===== config.mk =====
export PLATFORM = sky130hd
export DESIGN_NAME = exe_stage
export DESIGN_NICKNAME = d
export VERILOG_FILES = /design/src/rtl/exe_stage.sv
export SDC_FILE = /design/constraint.sdc
export NUM_CORES = 1
export LEC_CHECK = 0
export BUFFER_PORTS_ARGS = -buffer_cell sky130_fd_sc_hd__buf_2
export CAP_MARGIN = 20
export CORE_UTILIZATION = 57
export DETAILED_ROUTE_END_ITERATION = 10
export GPL_TIMING_DRIVEN = 0
export PLACE_DENSITY_LB_ADDON = 0.2
export SLEW_MARGIN = 20
export SYNTH_ARGS = -nofsm -noshare
export SYNTH_HDL_FRONTEND = slang
export SYNTH_SLANG_ARGS = --single-unit
export TNS_END_PERCENT = 20

===== constraint.sdc =====
create_clock -name clk -period 4.78 [get_ports clk]
set_input_delay 0.239 -clock clk [delete_from_list [all_inputs] [get_ports clk]]
set_output_delay 0.239 -clock clk [all_outputs]
set_load 0.01 [all_outputs]

===== src/rtl/exe_stage.sv =====
// exe_stage: execute stage that latches one decoded instruction, runs the one-hot ALU or an optional iterative divider, and issues the data-SRAM request.
// Ports: clk, rst (sync, active-low); ds_to_es_valid/ds_to_es_bus from decode; ms_allow_in from memory;
//        es_allow_in to decode; es_to_ms_valid/es_to_ms_bus to memory; es_fwd_bus for decode bypass;
//        data_sram_en/we/addr/wdata word-access SRAM request.
// Build option: define EXE_DIV_EN to compile in the 34-cycle restoring divider; otherwise div_op is ignored.
`ifndef DS_TO_ES_WD
`define DS_TO_ES_WD 151
`endif
`ifndef ES_TO_MS_WD
`define ES_TO_MS_WD 71
`endif
module exe_stage (
    input  logic                    clk,
    input  logic                    rst,
    input  logic                    ds_to_es_valid,
    input  logic [`DS_TO_ES_WD-1:0] ds_to_es_bus,
    input  logic                    ms_allow_in,
    output logic                    es_allow_in,
    output logic                    es_to_ms_valid,
    output logic [`ES_TO_MS_WD-1:0] es_to_ms_bus,
    output logic [38:0]             es_fwd_bus,
    output logic                    data_sram_en,
    output logic [3:0]              data_sram_we,
    output logic [31:0]             data_sram_addr,
    output logic [31:0]             data_sram_wdata
);
    logic                    es_valid;
    logic                    es_ready_go;
    logic [`DS_TO_ES_WD-1:0] es_bus;
    logic [11:0]             alu_op;
    logic [2:0]              div_op;
    logic [31:0]             src1, src2, st_data, pc;
    logic                    mem_we, rf_or_mem, rf_we;
    logic [4:0]              dest;
    logic [4:0]              sh;
    logic [31:0]             alu_result, result;

    assign {alu_op, div_op, src1, src2, st_data, mem_we, rf_or_mem, rf_we, dest, pc} = es_bus;
    assign sh = src2[4:0];

    // one-hot select: AND-OR of every candidate result
    assign alu_result = ({32{alu_op[0]}}  & (src1 + src2))
                      | ({32{alu_op[1]}}  & (src1 - src2))
                      | ({32{alu_op[2]}}  & {31'b0, $signed(src1) < $signed(src2)})
                      | ({32{alu_op[3]}}  & {31'b0, src1 < src2})
                      | ({32{alu_op[4]}}  & (src1 & src2))
                      | ({32{alu_op[5]}}  & ~(src1 | src2))
                      | ({32{alu_op[6]}}  & (src1 | src2))
                      | ({32{alu_op[7]}}  & (src1 ^ src2))
                      | ({32{alu_op[8]}}  & (src1 << sh))
                      | ({32{alu_op[9]}}  & (src1 >> sh))
                      | ({32{alu_op[10]}} & 32'($signed(src1) >>> sh))
                      | ({32{alu_op[11]}} & src2);

    always_ff @(posedge clk) begin
        if (!rst) begin
            es_valid <= 1'b0;
            es_bus   <= '0;
        end else if (es_allow_in) begin
            es_valid <= ds_to_es_valid;
            if (ds_to_es_valid) es_bus <= ds_to_es_bus;
        end
    end

`ifdef EXE_DIV_EN
    typedef enum logic [1:0] {IDLE, BUSY, DONE} state_t;
    state_t      state, state_nxt;
    logic [4:0]  cnt;
    logic [31:0] quo, rem, dvs, div_q, div_r;
    logic        q_neg, r_neg, div_en, s1, s2;
    logic [32:0] trial, diff;

    assign div_en = div_op[2];
    assign s1     = div_op[1] & src1[31];
    assign s2     = div_op[1] & src2[31];
    // quo starts as the dividend and shifts its bits into the partial remainder
    assign trial  = {rem, quo[31]};
    assign diff   = trial - {1'b0, dvs};

    always_ff @(posedge clk) begin
        if (!rst) state <= IDLE;
        else      state <= state_nxt;
    end

    always_comb begin
        state_nxt = state;
        case (state)
            IDLE:    if (es_valid && div_en) state_nxt = BUSY;
            BUSY:    if (cnt == 5'd31) state_nxt = DONE;
            DONE:    if (ms_allow_in) state_nxt = IDLE;
            default: state_nxt = IDLE;
        endcase
    end

    always_ff @(posedge clk) begin
        if (!rst) begin
            cnt   <= '0;
            quo   <= '0;
            rem   <= '0;
            dvs   <= '0;
            q_neg <= 1'b0;
            r_neg <= 1'b0;
        end else if (state == IDLE) begin
            cnt   <= '0;
            quo   <= s1 ? -src1 : src1;
            dvs   <= s2 ? -src2 : src2;
            rem   <= '0;
            q_neg <= s1 ^ s2;
            r_neg <= s1;
        end else if (state == BUSY) begin
            cnt <= cnt + 5'd1;
            quo <= {quo[30:0], ~diff[32]};
            rem <= diff[32] ? trial[31:0] : diff[31:0];
        end
    end

    // a zero divisor bypasses the sign fixup so the dividend comes back untouched
    assign div_q       = (src2 == 32'd0) ? 32'hFFFF_FFFF : (q_neg ? -quo : quo);
    assign div_r       = (src2 == 32'd0) ? src1 : (r_neg ? -rem : rem);
    assign result      = div_en ? (div_op[0] ? div_r : div_q) : alu_result;
    assign es_ready_go = !(es_valid && div_en) || state == DONE;
`else
    logic unused_div;
    assign unused_div  = ^div_op;
    assign result      = alu_result;
    assign es_ready_go = 1'b1;
`endif

    assign es_allow_in     = !es_valid || (es_ready_go && ms_allow_in);
    assign es_to_ms_valid  = es_valid && es_ready_go;
    assign es_to_ms_bus    = {rf_or_mem, rf_we, dest, pc, result};
    assign es_fwd_bus      = {es_valid && rf_we, rf_or_mem, dest, result};
    assign data_sram_en    = es_to_ms_valid && ms_allow_in && (mem_we || rf_or_mem);
    assign data_sram_we    = {4{data_sram_en && mem_we}};
    assign data_sram_addr  = result;
    assign data_sram_wdata = st_data;
endmodule

==> metrics.md, run 1 <==
| Metric | Value |
|---|---|
| Status | `complete, but fails checks` |
| Failing checks | `negative setup slack` |
| CTS tree | `yes` |
| Vias in the first global route | `17.3k` |
| Starting Density | `58.7%` |
| Min Clock Period, post-route | `4780 ps` |
| CP Max Fanout | `11` |
| DR WL/cell | `25.3 um` |
| Fill cell count | `2239` |
| Clock sink count | `149` |
| Hold Path Class | `in2reg` |
| Syn_nets | `2332` |
| Fin. Hold Viols | `0` |
| Die Area | `about 0.029 mm^2` |
| Total GRT Usage | `48.6%` |
| Final nets | `2684` |
| Setup violators final | `1` |
| Worst Skew | `approximately 14 ps` |
| Reg2reg setup slack | `1980 ps` |
| Die outline height | `roughly 170 um` |
| Met3 usage | `15.3%` |
| DRC viols | `0` |
| Clk slew on worst S/H paths | `80 ps` |
| Power density cells | `275 mW/mm^2` |
| Worst-Margin Slew | `1230 ps` |
| Clock buffer count from CTS | `17` |
| Leak | `approximately 8.4 nW` |
| Placer congestion estimate | `1.22` |
| Worst IR drop on VDD | `0.249 mV` |
| RSZ-0062 raised after global routing | `false` |
| Max Root-Sink Buffers | `2` |
| Total gr overflow | `0` |
| Core ar. | `0.0273 mm^2` |
| Met1 usage | `58.4%` |
| Max_slew headroom | `a little under a fifth` |
| Synth cell types | `91` |
| Critical Path AT | `~4500 ps` |
| Max Freq | `about 210 MHz` |
| Crit path launch type | `register` |
| I/O pins | `336` |
| Type of the worst setup path | `reg2out` |
| Syn Area/Cell | `7.69 um^2` |
| Cells after Synth | `2078` |
| Vias/cell | `roughly 6.6` |
| Commonest non-fill, non-tap cell in the layout | `nand2_1` |
| Synthesis warning total | `0` |
| First-pass GRT wire length | `104000 um` |
| ANT nets after route | `0` |
| Die width | `169 um` |
| Total number of vias | `18.6k` |
| Sequential fraction of the synthesis area | `about a fifth` |
| GRT met2 Usage | `between 70% and 80%` |
| Clk_lat worst skew | `~460 ps` |
| Initial antenna violation count | `2` |
| Area growth from synthesis to layout | `17.7%` |
| DRT Pass-1 Iters | `7` |
| H-tree depth | `4` |
| Ys async rst share | `0%` |
| Final WS setup | `-1.73 ps` |
| Dpl hpwl | `55300 um` |
| Busiest metal layer after global routing | `met2` |
| Post-synth EDFFs | `0` |
| PortBufs | `331` |
| Yosys reg bits | `149` |
| WL final | `~71000 um` |
| CP Capture Type | `primary output` |
| Final core utilization | `69.1%` |
| 1st-iter DRT viols | `3245` |
| Commonest non-fill, non-tap cells in the layout | `nand2_1, buf_2, buf_4, nor2_1, a21boi_0` |
| Clock root cell | `clkbuf_16` |
| Layout cells sized above 1 | `27.5%` |
| Final Instance Area | `0.0188 mm^2` |
| Mapped cell area | `0.0160 mm^2` |
| Pin count of the biggest net entering global routing | `21` |
| Num rows | `60` |
| Maxcap violations | `0` |
| Top FF cell, synth | `dfxtp_1` |
| DP Area | `0.0181 mm^2` |
| Pins Over Slew Limit | `0` |
| Final period util | `100%` |
| Required time of the critical path | `4540 ps` |
==> state kept, by name, indices dropped and copies added (netlist names) <==
signal / flops
es_bus: 148
es_to_ms_valid: 1
==> through the flow <==
step	setup TNS [ps]	power, mW	cells	worst slack [ps]	hold WS (ps)
floorplan	0	2.88	2078	682	378
global placement	-7170	3.61	2781	-465	450
CTS	0	5.06	2813	58.5	24.0
finish	-1.73	5.18	2818	-1.73	22.4
global route	0	5.34	2816	13.7	32.0
detailed placement	-7230	3.66	2781	-487	457
==> layer usage <==
metal	up-vias	routed length [um]
met5	-	0
met4	0	5910
met3	456	10100
met2	1622	30000
met1	8574	25400
li1	7942	-
==> final timing paths <==
check / cells after the start / startpoint / endpoint
worst min register to register: 2 / es_bus[26]$_SDFFE_PN0P_ / es_bus[26]$_SDFFE_PN0P_
worst max register to register: 6 / es_bus[76]$_SDFFE_PN0P_ / es_bus[76]$_SDFFE_PN0P_
worst min-delay path: 3 / ds_to_es_bus[86] / es_bus[86]$_SDFFE_PN0P_
worst max-delay path: 15 / es_bus[75]$_SDFFE_PN0P_ / es_to_ms_bus[27]
==> cells in the mapped netlist (all sizes together) (58+ instances only) <==
cell | instances | share of area, %
nand2 | 394 | 9.3
buf | 189 | 8.6
nor2 | 153 | 3.6
a21boi | 152 | 7.1
dfxtp | 149 | 19
clkbuf | 111 | 2.9
ha | 97 | 7.6
inv | 97 | 2.3
a21oi | 94 | 3.1
mux2i | 73 | 4.6
o21ai | 72 | 2.3
mux4 | 58 | 8.2
==> power breakdown <==
part           total [mW]  switching, mW  leakage, nW  internal [mW]
Clock                1.41          0.672        0.280          0.741
Sequential           1.45          0.135         1.23           1.32
Combinational        2.31           1.34         6.92          0.968
Total                5.18           2.15         8.43           3.02
==> worst max-delay path: stages (launching register included) <==
cell and delay (ps):
dfxtp_1 340, buf_2 270, clkinvlp_4 180, buf_2 260
ha_1 380, buf_6 160, nor3_1 60, a221oi_2 390
o2111ai_2 240, a31oi_4 340, a22oi_4 170, a21oi_1 260
mux2_1 340, a221o_1 400, buf_4 150, buf_2 130
==> what timing repair did <==
item,CTS,global route
setup buffers,3,2
endpoints found under the setup margin,73,20
gates resized for setup,16,17
hold buffers,0,0
pin swaps,2,4
==> layout make-up <==
class	count	area (um^2)	area share, %
Clock inverter	15	164	0.871
Buffer	297	1850	9.85
Multi-Input combinational cell	1529	10800	57.6
Sequential cell	149	2990	15.9
Antenna cell	3	7.51	0.0399
Inverter	100	389	2.07
Clock buffer	17	425	2.26
Tap cell	372	465	2.47
Timing Repair Buffer	336	1690	9.00
==> cell families (layout without fill, tap and decap cells) <==
kind of cell / after synthesis / count (layout) / share of synthesized area [%]
simple gates: 687 / 687 / 18.0
compound gates: 558 / 558 / 25.7
buf+inv: 400 / 765 / 13.9
flops: 149 / 149 / 18.7
mux: 140 / 140 / 13.4
fa+ha+maj: 99 / 99 / 7.84
xor+xnor: 45 / 45 / 2.47
other cells: 0 / 3 / 0
No activity file was read; power rests on OpenSTA's default activity.
==> run 2, diff against run 1 <==
CELL_PAD_IN_SITES_DETAIL_PLACEMENT = 1   (was not set)
CELL_PAD_IN_SITES_GLOBAL_PLACEMENT = 2   (was not set)
CORE_UTILIZATION = 32   (was 57)
SETUP_SLACK_MARGIN = 0.1   (was not set)
==> run 2 against run 1 <==
Net effect: the run now ends clean; sequential power is essentially flat; via count shrank 3.4%; final area grew 8.2%; critical path type unchanged; highest routed layer is now met5.
==> metrics.md, run 2 (synthesis results as in run 1) <==
| Metric | Value |
|---|---|
| Die width | `225 um` |
| Fin. Hold Viols | `0` |
| Clock power share | `26.6%` |
| Starting Density | `32.5%` |
| Part of the power in registers | `26.8%` |
| Setup TNS | `0 ps` |
| Internal | `3.12 mW` |
| Type of the worst setup path | `reg2out` |
| Setup violators final | `0` |
| Pins Over Slew Limit | `0` |
| Final WS setup | `126 ps` |
| Worst IR drop on VDD | `0.290 mV` |
| Max_slew headroom | `21.9%` |
| Power density cells | `264 mW/mm^2` |
| Status | `finished, final reports clean` |
| Commonest non-fill, non-tap cells in the layout | `nand2_1, buf_2, buf_4, nor2_1, a21boi_0` |
| Crit path launch type | `register` |
| Fill cell count | `6115` |
| Sw Pwr | `2.26 mW` |
| Footprint of the multi-input gates | `between 0.01 and 0.015 mm^2` |
| Total GRT Usage | `33.6%` |
| Critical Path AT | `4410 ps` |
| RSZ-0062 raised after global routing | `true` |
| CP Capture Type | `primary output` |
| Total number of vias | `18.0k` |
| Worst-Margin Slew | `about 1200 ps` |
| Min Clock Period, post-route | `4650 ps` |
| Core ar. | `about 0.049 mm^2` |
| Required time of the critical path | `4540 ps` |
| Clock root cell | `clkbuf_16` |
| Total gr overflow | `0` |
| Final nets | `~2.8k` |
| Num rows | `between 80 and 90` |
| Commonest non-fill, non-tap cell in the layout | `nand2_1` |
| DRT Pass-1 Iters | `7` |
| DRC viols | `0` |
| Die Area | `0.0508 mm^2` |
| Largest reg by FF count | `es_bus` |
| Maxcap violations | `0` |
| Worst slack at placement | `-729 ps` |
| Initial antenna violation count | `3` |
| PortBufs | `331` |
| 1st-iter DRT viols | `roughly 1.3k` |
| Max Freq | `215 MHz` |
| Area growth from synthesis to layout | `27.4%` |
| Clk slew on worst S/H paths | `70 ps` |
| Final period util | `97.4%` |
| Placed cell count | `a little over 3k` |
| Max Root-Sink Buffers | `2` |
| Clk_lat worst skew | `approximately 500 ps` |
| Switching part of the total | `42.0%` |
| H-tree depth | `4` |
| Hold Path Class | `in2reg` |
| Combinational share of power | `46.5%` |
| Register area | `~0.0030 mm^2` |
| First-pass GRT wire length | `124000 um` |
| Leak | `8.91 nW` |
| ANT nets after route | `0` |
| Pin count of the biggest net entering global routing | `17` |
| Worst Skew | `21.3 ps` |
| Layout cells sized above 1 | `27.6%` |
| Clock sink count | `149` |
| Vias in the first global route | `18.3k` |
| DR WL/cell | `26.6 um` |
| Placer congestion estimate | `between 1 and 1.5` |
| Max reg flops | `148` |
| Die outline height | `roughly 230 um` |
| I/O pins | `336` |
| Dpl hpwl | `around 68000 um` |
| Post-route insts no fill | `3212` |
| WL final | `between 80000 and 90000 um` |
| Vias/cell | `5.59` |
| Clock buffer count from CTS | `17` |
| CP Max Fanout | `10` |
| CTS tree | `yes` |
==> run 2: changes by cell type in the layout (fill, tap and decap cells not counted), sizes merged <==
| cell | delta |
|---|---|
| buf | +9 |
| diode | -1 |
| clkinvlp | -1 |
| inv | -1 |
| clkbuf | +2 |
| dlygate4sd3 | +94 |
==> run 2: area by class of cell <==
| type | count | area share [%] |
|---|---|---|
| inverter | 100 | 1.91 |
| antenna | 2 | 0.0246 |
| timing repair buffer | 438 | 13.3 |
| multi-input combinational | 1529 | 53.8 |
| sequential | 149 | 14.7 |
| clock buffer | 19 | 2.17 |
| clock inverter | 13 | 0.688 |
| tap | 664 | 4.08 |
| buffer | 298 | 9.34 |
==> run 2: power by group through the flow <==
stage	logic [mW]	registers (mW)	clock network, mW
finish	2.50	1.44	1.43
detailed placement	2.32	1.47	0
global route	2.67	1.45	1.51
floorplan	1.48	1.40	0
CTS	2.45	1.44	1.47
global placement	2.30	1.46	0
==> run 2: worst max-delay path: stages, from the launching register on <==
cell      delay [ps]
dfxtp_1          390
buf_6            170
buf_6            190
clkinv_1         350
ha_1             520
mux2i_1          590
a21oi_1          400
nand2_1          160
o21ai_0          220
nand2_1          190
o21ai_1          110
a221o_1          350
buf_4            140
buf_2            130
==> run 2: metal layers <==
metal | up-vias | part of all wire (%) | track usage (%)
li1 | 8154 | - | -
met1 | 8937 | 43 | 42.5
met2 | 723 | 46 | 55.5
met3 | 150 | 6.5 | 5.66
met4 | 4 | 4.5 | 15.6
met5 | - | 0.036 | 0
==> run 2: what timing repair did <==
item | in CTS | in global routing
hold buffers | 94 | 0
endpoints found under the setup margin | 86 | 40
setup buffers | 8 | 5
gates resized for setup | 47 | 28
pin swaps | 6 | 6
endpoints found under the hold margin | 94 | 0
==> run 2: final timing paths <==
path | startpoint | to | slack (ps) | depth (start not counted)
max | es_bus[72]$_SDFFE_PN0P_ | es_fwd_bus[14] | 130 | 13
min | ds_to_es_bus[110] | es_bus[110]$_SDFFE_PN0P_ | 5 | 3
max reg2reg | es_bus[76]$_SDFFE_PN0P_ | es_bus[76]$_SDFFE_PN0P_ | 1990 | 6
min reg2reg | es_bus[5]$_SDFFE_PN0P_ | es_bus[5]$_SDFFE_PN0P_ | 470 | 2
==> run 2: through the flow <==
stage,hold slack [ps],power (mW),area [um^2],utilization [%]
global route,5.44,5.63,20400,41.4
floorplan,378,2.88,16000,-
finish,5.03,5.38,20400,41.4
CTS,0.300,5.35,20200,41.2
global placement,451,3.76,18500,37.6
detailed placement,460,3.78,18500,37.6
